<file path="config.mk">
export PLATFORM = sky130hd
export DESIGN_NAME = wb_stage
export DESIGN_NICKNAME = d
export VERILOG_FILES = /design/src/rtl/wb_stage.sv
export SDC_FILE = /design/constraint.sdc
export NUM_CORES = 1
export LEC_CHECK = 0
export ABC_AREA = 1
export CAP_MARGIN = 20
export CORE_ASPECT_RATIO = 0.7
export CORE_MARGIN = 2
export CORE_UTILIZATION = 45
export DETAILED_ROUTE_END_ITERATION = 6
export DONT_BUFFER_PORTS = 1
export GPL_TIMING_DRIVEN = 1
export HOLD_SLACK_MARGIN = 0.15
export SLEW_MARGIN = 20
export SYNTH_ARGS = -nofsm -noshare
export SYNTH_HDL_FRONTEND = slang
export SYNTH_SLANG_ARGS = --single-unit
</file>
<file path="constraint.sdc">
create_clock -name clk -period 4.29 [get_ports clk]
set_clock_uncertainty 0.1 [all_clocks]
set_input_delay 0.858 -clock clk [delete_from_list [all_inputs] [get_ports clk]]
set_output_delay 0.858 -clock clk [all_outputs]
set_load 0.1 [all_outputs]
</file>
<file path="src/rtl/wb_stage.sv">
// MEM/WB pipeline register and writeback data path: load extraction, source select, GPR write gating.
// Optional retired-instruction counter enabled by defining WB_RETIRE_CNT_EN.
module wb_stage #(
    parameter logic [31:0] RESET_PC = 32'h0000_3000
) (
    input  logic        clk,
    input  logic        reset,
    input  logic        en,
    input  logic        flush,
    input  logic        Valid_M,
    input  logic        Exc_M,
    input  logic [31:0] IR_M,
    input  logic [31:0] PC_M,
    input  logic [4:0]  WA_M,
    input  logic        RegWrite_M,
    input  logic [2:0]  WDSel_M,
    input  logic [2:0]  LdType_M,
    input  logic [1:0]  ByteOff_M,
    input  logic [31:0] ALUOut_M,
    input  logic [31:0] DMRD_M,
    input  logic [31:0] HILO_M,
    input  logic [31:0] CP0RD_M,
    output logic [31:0] IR_W,
    output logic [31:0] PC_W,
    output logic [4:0]  WA,
    output logic [31:0] WD,
    output logic        RegWrite,
    output logic        Valid_W,
    output logic [31:0] RetireCnt
);

    logic        regwrite_r;
    logic [2:0]  wdsel_r;
    logic [2:0]  ldtype_r;
    logic [1:0]  byteoff_r;
    logic [31:0] aluout_r;
    logic [31:0] dmrd_r;
    logic [31:0] hilo_r;
    logic [31:0] cp0rd_r;

    always_ff @(posedge clk or negedge reset) begin
        if (!reset) begin
            IR_W       <= '0;
            PC_W       <= RESET_PC;
            WA         <= '0;
            Valid_W    <= 1'b0;
            regwrite_r <= 1'b0;
            wdsel_r    <= '0;
            ldtype_r   <= '0;
            byteoff_r  <= '0;
            aluout_r   <= '0;
            dmrd_r     <= '0;
            hilo_r     <= '0;
            cp0rd_r    <= '0;
        end else if (flush) begin
            IR_W       <= '0;
            PC_W       <= RESET_PC;
            WA         <= '0;
            Valid_W    <= 1'b0;
            regwrite_r <= 1'b0;
            wdsel_r    <= '0;
            ldtype_r   <= '0;
            byteoff_r  <= '0;
            aluout_r   <= '0;
            dmrd_r     <= '0;
            hilo_r     <= '0;
            cp0rd_r    <= '0;
        end else if (en) begin
            IR_W       <= IR_M;
            PC_W       <= PC_M;
            WA         <= WA_M;
            Valid_W    <= Valid_M & ~Exc_M;
            regwrite_r <= RegWrite_M;
            wdsel_r    <= WDSel_M;
            ldtype_r   <= LdType_M;
            byteoff_r  <= ByteOff_M;
            aluout_r   <= ALUOut_M;
            dmrd_r     <= DMRD_M;
            hilo_r     <= HILO_M;
            cp0rd_r    <= CP0RD_M;
        end
    end

    logic [7:0]  ld_byte;
    logic [15:0] ld_half;
    logic [31:0] ld_data;

    always_comb begin
        ld_byte = dmrd_r[7:0];
        case (byteoff_r)
            2'd1:    ld_byte = dmrd_r[15:8];
            2'd2:    ld_byte = dmrd_r[23:16];
            2'd3:    ld_byte = dmrd_r[31:24];
            default: ld_byte = dmrd_r[7:0];
        endcase
        ld_half = byteoff_r[1] ? dmrd_r[31:16] : dmrd_r[15:0];
        case (ldtype_r)
            3'd1:    ld_data = {{24{ld_byte[7]}}, ld_byte};
            3'd2:    ld_data = {24'h0, ld_byte};
            3'd3:    ld_data = {{16{ld_half[15]}}, ld_half};
            3'd4:    ld_data = {16'h0, ld_half};
            default: ld_data = dmrd_r;
        endcase
    end

    always_comb begin
        case (wdsel_r)
            3'd0:    WD = aluout_r;
            3'd1:    WD = ld_data;
            3'd2:    WD = PC_W + 32'd8;
            3'd3:    WD = hilo_r;
            3'd4:    WD = cp0rd_r;
            default: WD = '0;
        endcase
    end

    // $0 is hardwired zero, so a write to it is dropped here
    assign RegWrite = regwrite_r & Valid_W & (WA != 5'd0);

`ifdef WB_RETIRE_CNT_EN
    logic [31:0] retire_q;

    always_ff @(posedge clk or negedge reset) begin
        if (!reset) begin
            retire_q <= '0;
        end else if (!flush && en && Valid_M && !Exc_M) begin
            retire_q <= retire_q + 32'd1;
        end
    end

    assign RetireCnt = retire_q;
`else
    assign RetireCnt = 32'h0;
`endif

endmodule

</file>
==> results of run 1 <==
-- power by group through the flow --
stage | registers, mW | logic, mW | clock network, mW
floorplan | 2.42 | 0.749 | 0
global placement | 2.30 | 1.06 | 0
detailed placement | 2.30 | 1.06 | 0
CTS | 2.26 | 1.06 | 2.04
global route | 2.28 | 1.12 | 2.13
finish | 2.27 | 1.06 | 2.00
-- per-stage QoR --
step / power, mW / instance area, µm²
2_1_floorplan: 3.17 / 10600
3_3_place_gp: 3.35 / 11000
3_5_place_dp: 3.36 / 11000
4_1_cts: 5.37 / 11800
5_1_grt: 5.53 / 11800
6_report: 5.33 / 11800
-- metal layers --
| layer | vias up | wire length (µm) |
|---|---|---|
| met3 | 56 | 3560 |
| met5 | - | 0 |
| li1 | 4162 | - |
| met1 | 4279 | 15500 |
| met2 | 434 | 15000 |
| met4 | 0 | 823 |
-- worst min-delay path by stage --
stage,from,end,slack (ns),cells past startpoint
6_report,reset,hilo_r[9],-0.06,0
5_1_grt,reset,cp0rd_r[10],-0.07,0
4_1_cts,reset,cp0rd_r[0],-0.06,0
3_5_place_dp,regwrite_r,regwrite_r,0.39,1
3_3_place_gp,regwrite_r,regwrite_r,0.39,1
2_1_floorplan,regwrite_r,regwrite_r,0.37,1
-- cell families (layout without fill, tap and decap cells) --
| group | Yosys count | count (layout) |
|---|---|---|
| buffers and inverters | 254 | 267 |
| other | 1 | 32 |
| and+or+nand+nor | 457 | 457 |
| adders and majority gates | 1 | 1 |
| AOI/OAI and AO/OA | 339 | 339 |
| DFF | 207 | 207 |
-- layout by cell type, fill, tap and decap left out, drive strengths merged, types with 32 or more instances in the layout --
cell and n:
a22o 71, buf 67, inv 159, nor2 73
clkbuf 33, o22ai 36, a21oi 54, nand2 307
nand3 72, o21ai 160, dfrtp 205, conb 32
-- sequential cells by signal, summed over array words and instances (netlist names), 3 cells and up --
signal	flops
IR_W	32
PC_W	32
aluout_r	32
cp0rd_r	32
dmrd_r	32
hilo_r	32
WA	5
ldtype_r	3
wdsel_r	3
-- area by class of cell --
cell class,count,area share [%]
flip-flops and latches,207,44.0
multi-input cells,829,36.3
clock buffers,33,5.46
inverters,160,5.15
repair buffers,67,4.80
well taps,312,3.32
clock inverters,7,0.967
-- critical path, cell delays in order (launching register included) --
cell     delay [ns]
dfrtp_1        0.41
nand3_1        0.56
buf_4          0.39
o22ai_1        0.13
a21oi_1        0.34
nand3_2        0.55
==> flow_metrics.py, run 1 <==
metrics = {
    "logic_synthesis": {
        "yosysTopAreaCellShare_pct": 48.7,
        "synth_mux_area_share_pct": 0,
        "syn_area_per_cell_um2": 8.36,
        "synth-seq-area-share_pct": 49.2,
        "synth_top_flop_cell": "dfrtp_1",
        "ys_top_cells_by_count": "301 x nand2_1, 205 x dfrtp_1, 149 x inv_1",
        "synth_compound_area_share_pct": 20.5,
        "syn_area_um2": 10500,
        "yosys.area.top_type": "dfrtp_1",
        "synth-edff-count": 0,
        "yosysMostFrequentCell": "nand2_1",
        "synth_cell_types": 40,
        "synth-seq-cells": 207,
        "synth-adder-area-share_pct": 0.119,
        "ys_warn_count": 0,
        "synth-xor-area-share_pct": 0,
        "synthArstFlopShare_pct": 100,
        "synth_top_family_by_area": "compound AO/OA/AOI/OAI gates",
        "synthTopCellsByArea": "dfrtp_1 49%, nand2_1 11%, a22o_1 5.9%, inv_1 5.3%, o21ai_0 5.2%",
        "postSynthCellCount": 1259,
        "yosys.area_share.simple_pct": 18.7,
    },
    "setup_path": {
        "crit_arrival_ns": 2.90,
        "cp.required_ns": 3.33,
        "start_kind": "flip-flop",
        "r2r_setup_slack_ns": 2.82,
        "critical_path.endpoint": "WD[29]",
        "r2r_cells": 2,
        "cp_max_fo": 18,
        "crit-reg2reg-launch": "PC_W[1]",
        "cp-startpoint": "wdsel_r[1]",
        "criticalPathCategory": "reg2out",
        "r2r_end": "PC_W[1]",
        "cp-end-kind": "output pin",
    },
    "sta": {
        "finalSetupTns_ns": 0,
        "worst_pin_slew_ns": 0.958,
        "hold_violations": 52,
        "rsz0062_at_grt": "no",
        "setup_viol": 0,
        "fin_crit_sh_pct": 90.0,
        "timing.final.ws_setup_ns": 0.429,
        "clock.fmax_mhz": 259,
        "fin_crit_ns": 3.86,
        "relSlewSlack_pct": 36.1,
        "hold_ws_ns": -0.0564,
        "maxSlewViolCount": 0,
    },
    "clock_tree": {
        "clk_pin_slew_ns": 0.06,
        "cts_buffers": 22,
        "clkLatencyLatePin_ns": 0.50,
        "htreeDepth": 1,
        "cts_buffer_depth": 3,
        "root_buffer": "clkbuf_16",
        "cts_resized": 0,
        "clkSinkCount": 207,
        "postCtsSetupBuffers": 0,
        "cts_tree": "done",
    },
    "cells_and_area": {
        "fillers": 2229,
        "diodes": 0,
        "regArea_um2": 5180,
        "finalCoreUtilization_pct": 51.7,
        "nNetsFinal": 1500,
        "final_layout_size_suffix_gt1_share_pct": 12.7,
        "multi_input_area_um2": 4270,
        "layoutNonFillerInstCount": 1615,
        "areaGrowthSynthToFinish_pct": 11.8,
    },
    "pwr": {
        "cellPowerDensity_nw_per_um2": 453,
        "p_int_mw": 3.47,
        "swShare_pct": 35.0,
        "p_seq_share_pct": 42.5,
        "power.switching_mw": 1.86,
        "leakage_nw": 5.47,
        "pwr-share-comb_pct": 20.0,
        "clock_power_share_pct": 37.6,
        "ir_drop_v": 0.000289,
    },
    "detailed_routing": {
        "drcViolationCount": 0,
        "post_drt_wl_per_cell_um": 21.6,
        "ant_nets": 0,
        "vias": 8931,
        "vias_per_cell": 5.53,
        "drt-initial-drc-count": 920,
        "wl_um": 34900,
        "drt_pass1_iterations": 6,
    },
    "place": {
        "gp_congestion": 0.956,
        "dp_hpwl_um": 25800,
        "pre_cts_slack_ns": 0.991,
        "port_buffers": 0,
        "place_inst": 1575,
    },
    "global_routing": {
        "grt_pass1_vias": 8561,
        "grt_pass1_wl_um": 52600,
        "grt.overflow.total": 0,
        "track_usage_pct": 27.8,
        "met2_usage_pct": 41.3,
        "grt_max_degree": 208,
        "busiest_layer": "met2",
        "antenna_found_initial": 0,
        "use_met1_pct": 40.0,
        "grt_use_met3_pct": 8.65,
    },
    "floorplanning": {
        "core_um2": 22800,
        "die_area_um2": 24700,
        "ioPinCount": 347,
        "die_w_um": 187,
        "fp.dieH_um": 132,
        "start_util_pct": 46.2,
        "rows": 46,
    },
    "min_path": {
        "hold_class": "in2async",
    },
    "outcome": {
        "outcome": "finished with violations",
        "violations": "hold timing",
    },
    "run": {
        "maxCapViolCount": 0,
    },
}
No activity file was read; power rests on OpenSTA's default activity.
==> run 2: changes to the inputs <==
==> constraint.sdc (replaced) <==
create_clock -name clk -period 4.29 [get_ports clk]
set_clock_uncertainty 0.1 [all_clocks]
set_input_delay 0.858 -clock clk [delete_from_list [all_inputs] [get_ports clk]]
set_output_delay 0.858 -clock clk [all_outputs]
set_load 0.01 [all_outputs]
==> run 2 against run 1 <==
The run still ends with hold timing left. Cell count is 3.4% lower. Worst hold slack better by 0.0061 ns. Fmax is 5.2% higher. Clock power is 3% lower. First-iteration DRC count is 6.7% lower. Sequential cell count stayed put.
==> flow_metrics.py, run 2 (same netlist as run 1, synthesis figures left out) <==
metrics = {
    "outcome": {
        "outcome": "finished with violations",
        "violations": "hold timing",
    },
    "run": {
        "maxCapViolCount": 0,
    },
    "floorplanning": {
        "die_area_um2": 24700,
        "start_util_pct": 46.2,
        "ioPinCount": 347,
        "core_um2": 22800,
        "die_w_um": 187,
        "rows": 46,
        "fp.dieH_um": 132,
    },
    "global_routing": {
        "track_usage_pct": 27.6,
        "grt_pass1_vias": 8319,
        "grt_pass1_wl_um": 52000,
        "grt.overflow.total": 0,
        "grt_max_degree": 208,
        "antenna_found_initial": 2,
    },
    "sta": {
        "clock.fmax_mhz": 272,
        "finalSetupTns_ns": 0,
        "hold_violations": 121,
        "fin_crit_sh_pct": 85.5,
        "worst_pin_slew_ns": 1.10,
        "timing.final.ws_setup_ns": 0.620,
        "setup_viol": 0,
        "rsz0062_at_grt": "no",
        "maxSlewViolCount": 0,
        "relSlewSlack_pct": 26.7,
        "hold_ws_ns": -0.0503,
        "fin_crit_ns": 3.67,
    },
    "place": {
        "port_buffers": 0,
        "pre_cts_slack_ns": 1.21,
        "gp_congestion": 0.988,
        "dp_hpwl_um": 25700,
        "place_inst": 1518,
    },
    "setup_path": {
        "max_stage_delay_ns": 0.64,
        "path_buf_inv": 1,
        "crit_arrival_ns": 2.71,
        "cp_max_fo": 7,
        "criticalPathCategory": "reg2out",
        "cp-end-kind": "output pin",
        "crit_family": "simple AND/OR/NAND/NOR gates",
        "cp.required_ns": 3.33,
        "cp_slowest_cell": "dfrtp_1",
        "cp_cell_sequence": "ha_1 -> nand2_1 -> nor2_1 -> nand2_1 -> inv_1 -> nor2_1 -> nor3_1 -> nor2_1 -> nand2_1",
        "start_kind": "flip-flop",
    },
    "detailed_routing": {
        "ant_nets": 0,
        "vias": 8701,
        "drcViolationCount": 0,
        "post_drt_wl_per_cell_um": 22.2,
        "drt-initial-drc-count": 858,
        "wl_um": 34700,
        "vias_per_cell": 5.58,
        "drt_pass1_iterations": 6,
    },
    "min_path": {
        "hold_class": "in2async",
    },
    "pwr": {
        "leakage_nw": 5.17,
        "p_seq_share_pct": 47.1,
        "power.switching_mw": 1.25,
        "swShare_pct": 27.1,
        "p_int_mw": 3.36,
        "cellPowerDensity_nw_per_um2": 407,
        "ir_drop_v": 0.000317,
        "clock_power_share_pct": 42.2,
        "pwr-share-comb_pct": 10.7,
    },
    "cells_and_area": {
        "layoutNonFillerInstCount": 1560,
        "final_cell_mix": "301 x nand2_1, 205 x dfrtp_1, 149 x inv_1",
        "finalCoreUtilization_pct": 49.6,
        "final_common_cell": "nand2_1",
        "areaGrowthSynthToFinish_pct": 7.43,
        "final_layout_size_suffix_gt1_share_pct": 9.15,
        "nNetsFinal": 1443,
    },
    "clock_tree": {
        "postCtsSetupBuffers": 0,
        "clkSinkCount": 207,
        "clk_pin_slew_ns": 0.06,
        "clkLatencyLatePin_ns": 0.50,
        "cts_resized": 0,
        "htreeDepth": 1,
        "root_buffer": "clkbuf_16",
        "cts_buffers": 22,
        "cts_tree": "done",
        "cts_buffer_depth": 3,
    },
}
run 2: layout make-up:
type / instances / area, µm²
Antenna cell: 2 / 5.00
Clock buffer: 32 / 679
Clock inverter: 8 / 65.1
Fill cell: 2271 / 11500
Inverter: 160 / 607
Multi-Input combinational cell: 829 / 4270
Sequential cell: 207 / 5180
Tap cell: 312 / 390
Timing Repair Buffer: 10 / 113
run 2: path summary, 6_finish.rpt:
check                             startpoint           end  slack (ns)  depth (start not counted)
worst max-delay path                 PC_W[3]         WD[9]        0.62                          9
worst max register to register  byteoff_r[1]  byteoff_r[1]        3.01                          2
max in group asynchronous              reset      PC_W[12]        3.79                          0
worst min-delay path                   reset   cp0rd_r[10]       -0.05                          0
min in group clk                     PC_M[1]       PC_W[1]        0.37                          2
worst min register to register  aluout_r[20]  aluout_r[20]        0.41                          1
run 2: metal layers:
metal | vias up | share of wire, % | wire [µm] | global-route usage [%]
met5 | - | 0 | 0 | 0
met4 | 0 | 1.8 | 607 | 4.98
met3 | 34 | 9.0 | 3130 | 6.49
met2 | 433 | 44 | 15200 | 41.7
met1 | 4190 | 45 | 15700 | 40.7
li1 | 4044 | - | - | -
run 2: power groups by stage:
stage	clock (mW)	sequential (mW)	combinational (mW)
6_report	1.94	2.17	0.494
5_1_grt	2.07	2.18	0.542
4_1_cts	1.98	2.17	0.491
3_5_place_dp	0	2.20	0.490
3_3_place_gp	0	2.20	0.484
2_1_floorplan	0	2.16	0.405
run 2: through the flow:
step | total power, mW | hold WS (ns) | cell area, µm²
2_1_floorplan | 2.57 | 0.373 | 10600
3_3_place_gp | 2.68 | 0.394 | 10600
3_5_place_dp | 2.69 | 0.399 | 10600
4_1_cts | 4.64 | -0.0683 | 11300
5_1_grt | 4.79 | -0.0765 | 11300
6_report | 4.60 | -0.0503 | 11300
run 2: worst reg2reg max path: stages (launching register included):
cell and delay, ns:
dfrtp_1 0.78, inv_6 0.13, o21ai_0 0.19
==> run 3: changes to the inputs <==
--- a/config.mk
+++ b/config.mk
@@ -7,7 +7,7 @@
 export LEC_CHECK = 0
 export ABC_AREA = 1
 export CAP_MARGIN = 20
-export CORE_ASPECT_RATIO = 0.7
+export CORE_ASPECT_RATIO = 0.9
 export CORE_MARGIN = 2
 export CORE_UTILIZATION = 45
 export DETAILED_ROUTE_END_ITERATION = 6
==> run 3 against run 2 <==
The flow still finishes with violations (hold timing). Via count shrank 1.6%. Wire length is essentially flat. Core utilization shrank 0.83 points. Largest power group unchanged.
==> flow_metrics.py, run 3 (same netlist as run 1, synthesis figures left out) <==
metrics = {
    "global_routing": {
        "grt_pass1_wl_um": 50800,
        "grt.overflow.total": 0,
        "antenna_found_initial": 2,
        "grt_max_degree": 208,
        "track_usage_pct": 27.8,
        "grt_pass1_vias": 8360,
    },
    "detailed_routing": {
        "drt_pass1_iterations": 6,
        "drcViolationCount": 0,
        "drt-initial-drc-count": 745,
        "wl_um": 34700,
        "vias_per_cell": 5.54,
        "ant_nets": 0,
        "post_drt_wl_per_cell_um": 22.4,
        "vias": 8566,
    },
    "sta": {
        "worst_pin_slew_ns": 1.06,
        "fin_crit_sh_pct": 83.6,
        "maxSlewViolCount": 0,
        "hold_ws_ns": -0.0553,
        "finalSetupTns_ns": 0,
        "relSlewSlack_pct": 29.4,
        "fin_crit_ns": 3.59,
        "rsz0062_at_grt": "no",
        "clock.fmax_mhz": 279,
        "hold_violations": 198,
        "setup_viol": 0,
    },
    "setup_path": {
        "crit-reg2reg-launch": "PC_W[3]",
        "r2r_end": "PC_W[3]",
        "cp_max_fo": 24,
        "r2r_setup_slack_ns": 2.96,
        "start_kind": "flip-flop",
        "crit_arrival_ns": 2.63,
        "cp_slowest_cell": "nand2_1",
        "r2r_cells": 2,
        "cp.required_ns": 3.33,
        "cp_cell_sequence": "nor2_1 -> nand2_1 -> o22ai_1 -> a21oi_1 -> nand3_2",
        "cp-end-kind": "output pin",
        "cp-startpoint": "wdsel_r[1]",
        "criticalPathCategory": "reg2out",
        "max_stage_delay_ns": 0.73,
    },
    "clock_tree": {
        "clkLatencyLatePin_ns": 0.50,
        "htreeDepth": 1,
        "cts_resized": 0,
        "root_buffer": "clkbuf_16",
        "clkSinkCount": 207,
        "cts_tree": "done",
        "cts_buffer_depth": 3,
        "postCtsSetupBuffers": 0,
        "clk_pin_slew_ns": 0.06,
        "cts_buffers": 22,
    },
    "pwr": {
        "swShare_pct": 26.7,
        "leakage_nw": 5.15,
        "pwr-share-comb_pct": 10.5,
        "p_int_mw": 3.42,
        "p_seq_share_pct": 46.4,
        "ir_drop_v": 0.000296,
        "clock_power_share_pct": 43.0,
        "power.switching_mw": 1.25,
        "cellPowerDensity_nw_per_um2": 413,
    },
    "place": {
        "postPlaceCellArea_um2": 10500,
        "gp_congestion": 0.986,
        "port_buffers": 0,
        "dp_hpwl_um": 25600,
        "place_inst": 1505,
    },
    "cells_and_area": {
        "areaGrowthSynthToFinish_pct": 7.26,
        "nNetsFinal": 1440,
        "final_area_um2": 11300,
        "final_cell_mix": "301 x nand2_1, 205 x dfrtp_1, 149 x inv_1",
        "final_common_cell": "nand2_1",
        "final_layout_size_suffix_gt1_share_pct": 8.85,
        "multi_input_area_um2": 4280,
        "fillers": 2305,
        "regArea_um2": 5180,
        "layoutNonFillerInstCount": 1547,
    },
    "floorplanning": {
        "fp.dieH_um": 149,
        "core_um2": 23100,
        "ioPinCount": 347,
        "start_util_pct": 45.5,
        "rows": 53,
        "die_w_um": 165,
        "die_area_um2": 24600,
    },
    "outcome": {
        "violations": "hold timing",
        "outcome": "finished with violations",
    },
    "run": {
        "maxCapViolCount": 0,
    },
    "min_path": {
        "hold_class": "in2async",
    },
}
==> run 3: cell types whose count changed in the layout (fill, tap and decap cells not counted), sizes merged <==
cell / change
buf: -3
clkinvlp: +1
clkinv: -4
clkbuf: +2
bufinv: +1
==> run 3: worst max path at each step <==
stage | endpoint | slack (ns) | cells after the start
after floorplan | WD[31] | 1.90 | 9
after global placement | WD[27] | 0.92 | 5
after detailed placement | WD[28] | 1.22 | 5
after CTS | WD[28] | 0.66 | 5
after global routing | WD[9] | 0.53 | 9
final | WD[28] | 0.70 | 5
==> run 3: final cells by class <==
class / instances / area share [%]
multi-input combinational: 829 / 37.9
antenna: 2 / 0.0443
tap: 302 / 3.35
timing repair buffer: 7 / 0.687
clock inverter: 6 / 0.731
sequential: 207 / 45.9
clock buffer: 34 / 6.08
inverter: 160 / 5.37
==> run 3: worst max-delay path, delay by kind of cell (launching register included) <==
| family | cells | cell delay [ns] |
|---|---|---|
| flops | 1 | 0.41 |
| compound gates | 2 | 0.72 |
| simple gates | 3 | 0.99 |
==> run 3: metrics by stage <==
stage	utilization (%)	worst slack (ns)	power, mW
3_3_place_gp	45.4	0.924	2.68
2_1_floorplan	-	1.90	2.57
6_report	48.8	0.703	4.66
5_1_grt	48.8	0.532	4.85
3_5_place_dp	45.5	1.22	2.69
4_1_cts	48.8	0.664	4.69
==> run 3: power by group through the flow <==
stage | sequential [mW] | combinational [mW] | clock, mW
5_1_grt | 2.18 | 0.543 | 2.13
6_report | 2.16 | 0.491 | 2.01
3_5_place_dp | 2.20 | 0.490 | 0
3_3_place_gp | 2.20 | 0.485 | 0
2_1_floorplan | 2.16 | 0.405 | 0
4_1_cts | 2.16 | 0.490 | 2.04
==> run 3: layer usage <==
| metal | GRT usage, % | routed length, µm | vias up | share of wire [%] |
|---|---|---|---|---|
| met3 | 7.81 | 3350 | 46 | 9.6 |
| met4 | 7.09 | 877 | 0 | 2.5 |
| met1 | 38.1 | 14700 | 4110 | 42 |
| li1 | - | - | 4024 | - |
| met5 | 0 | 0 | - | 0 |
| met2 | 43.6 | 15700 | 386 | 45 |
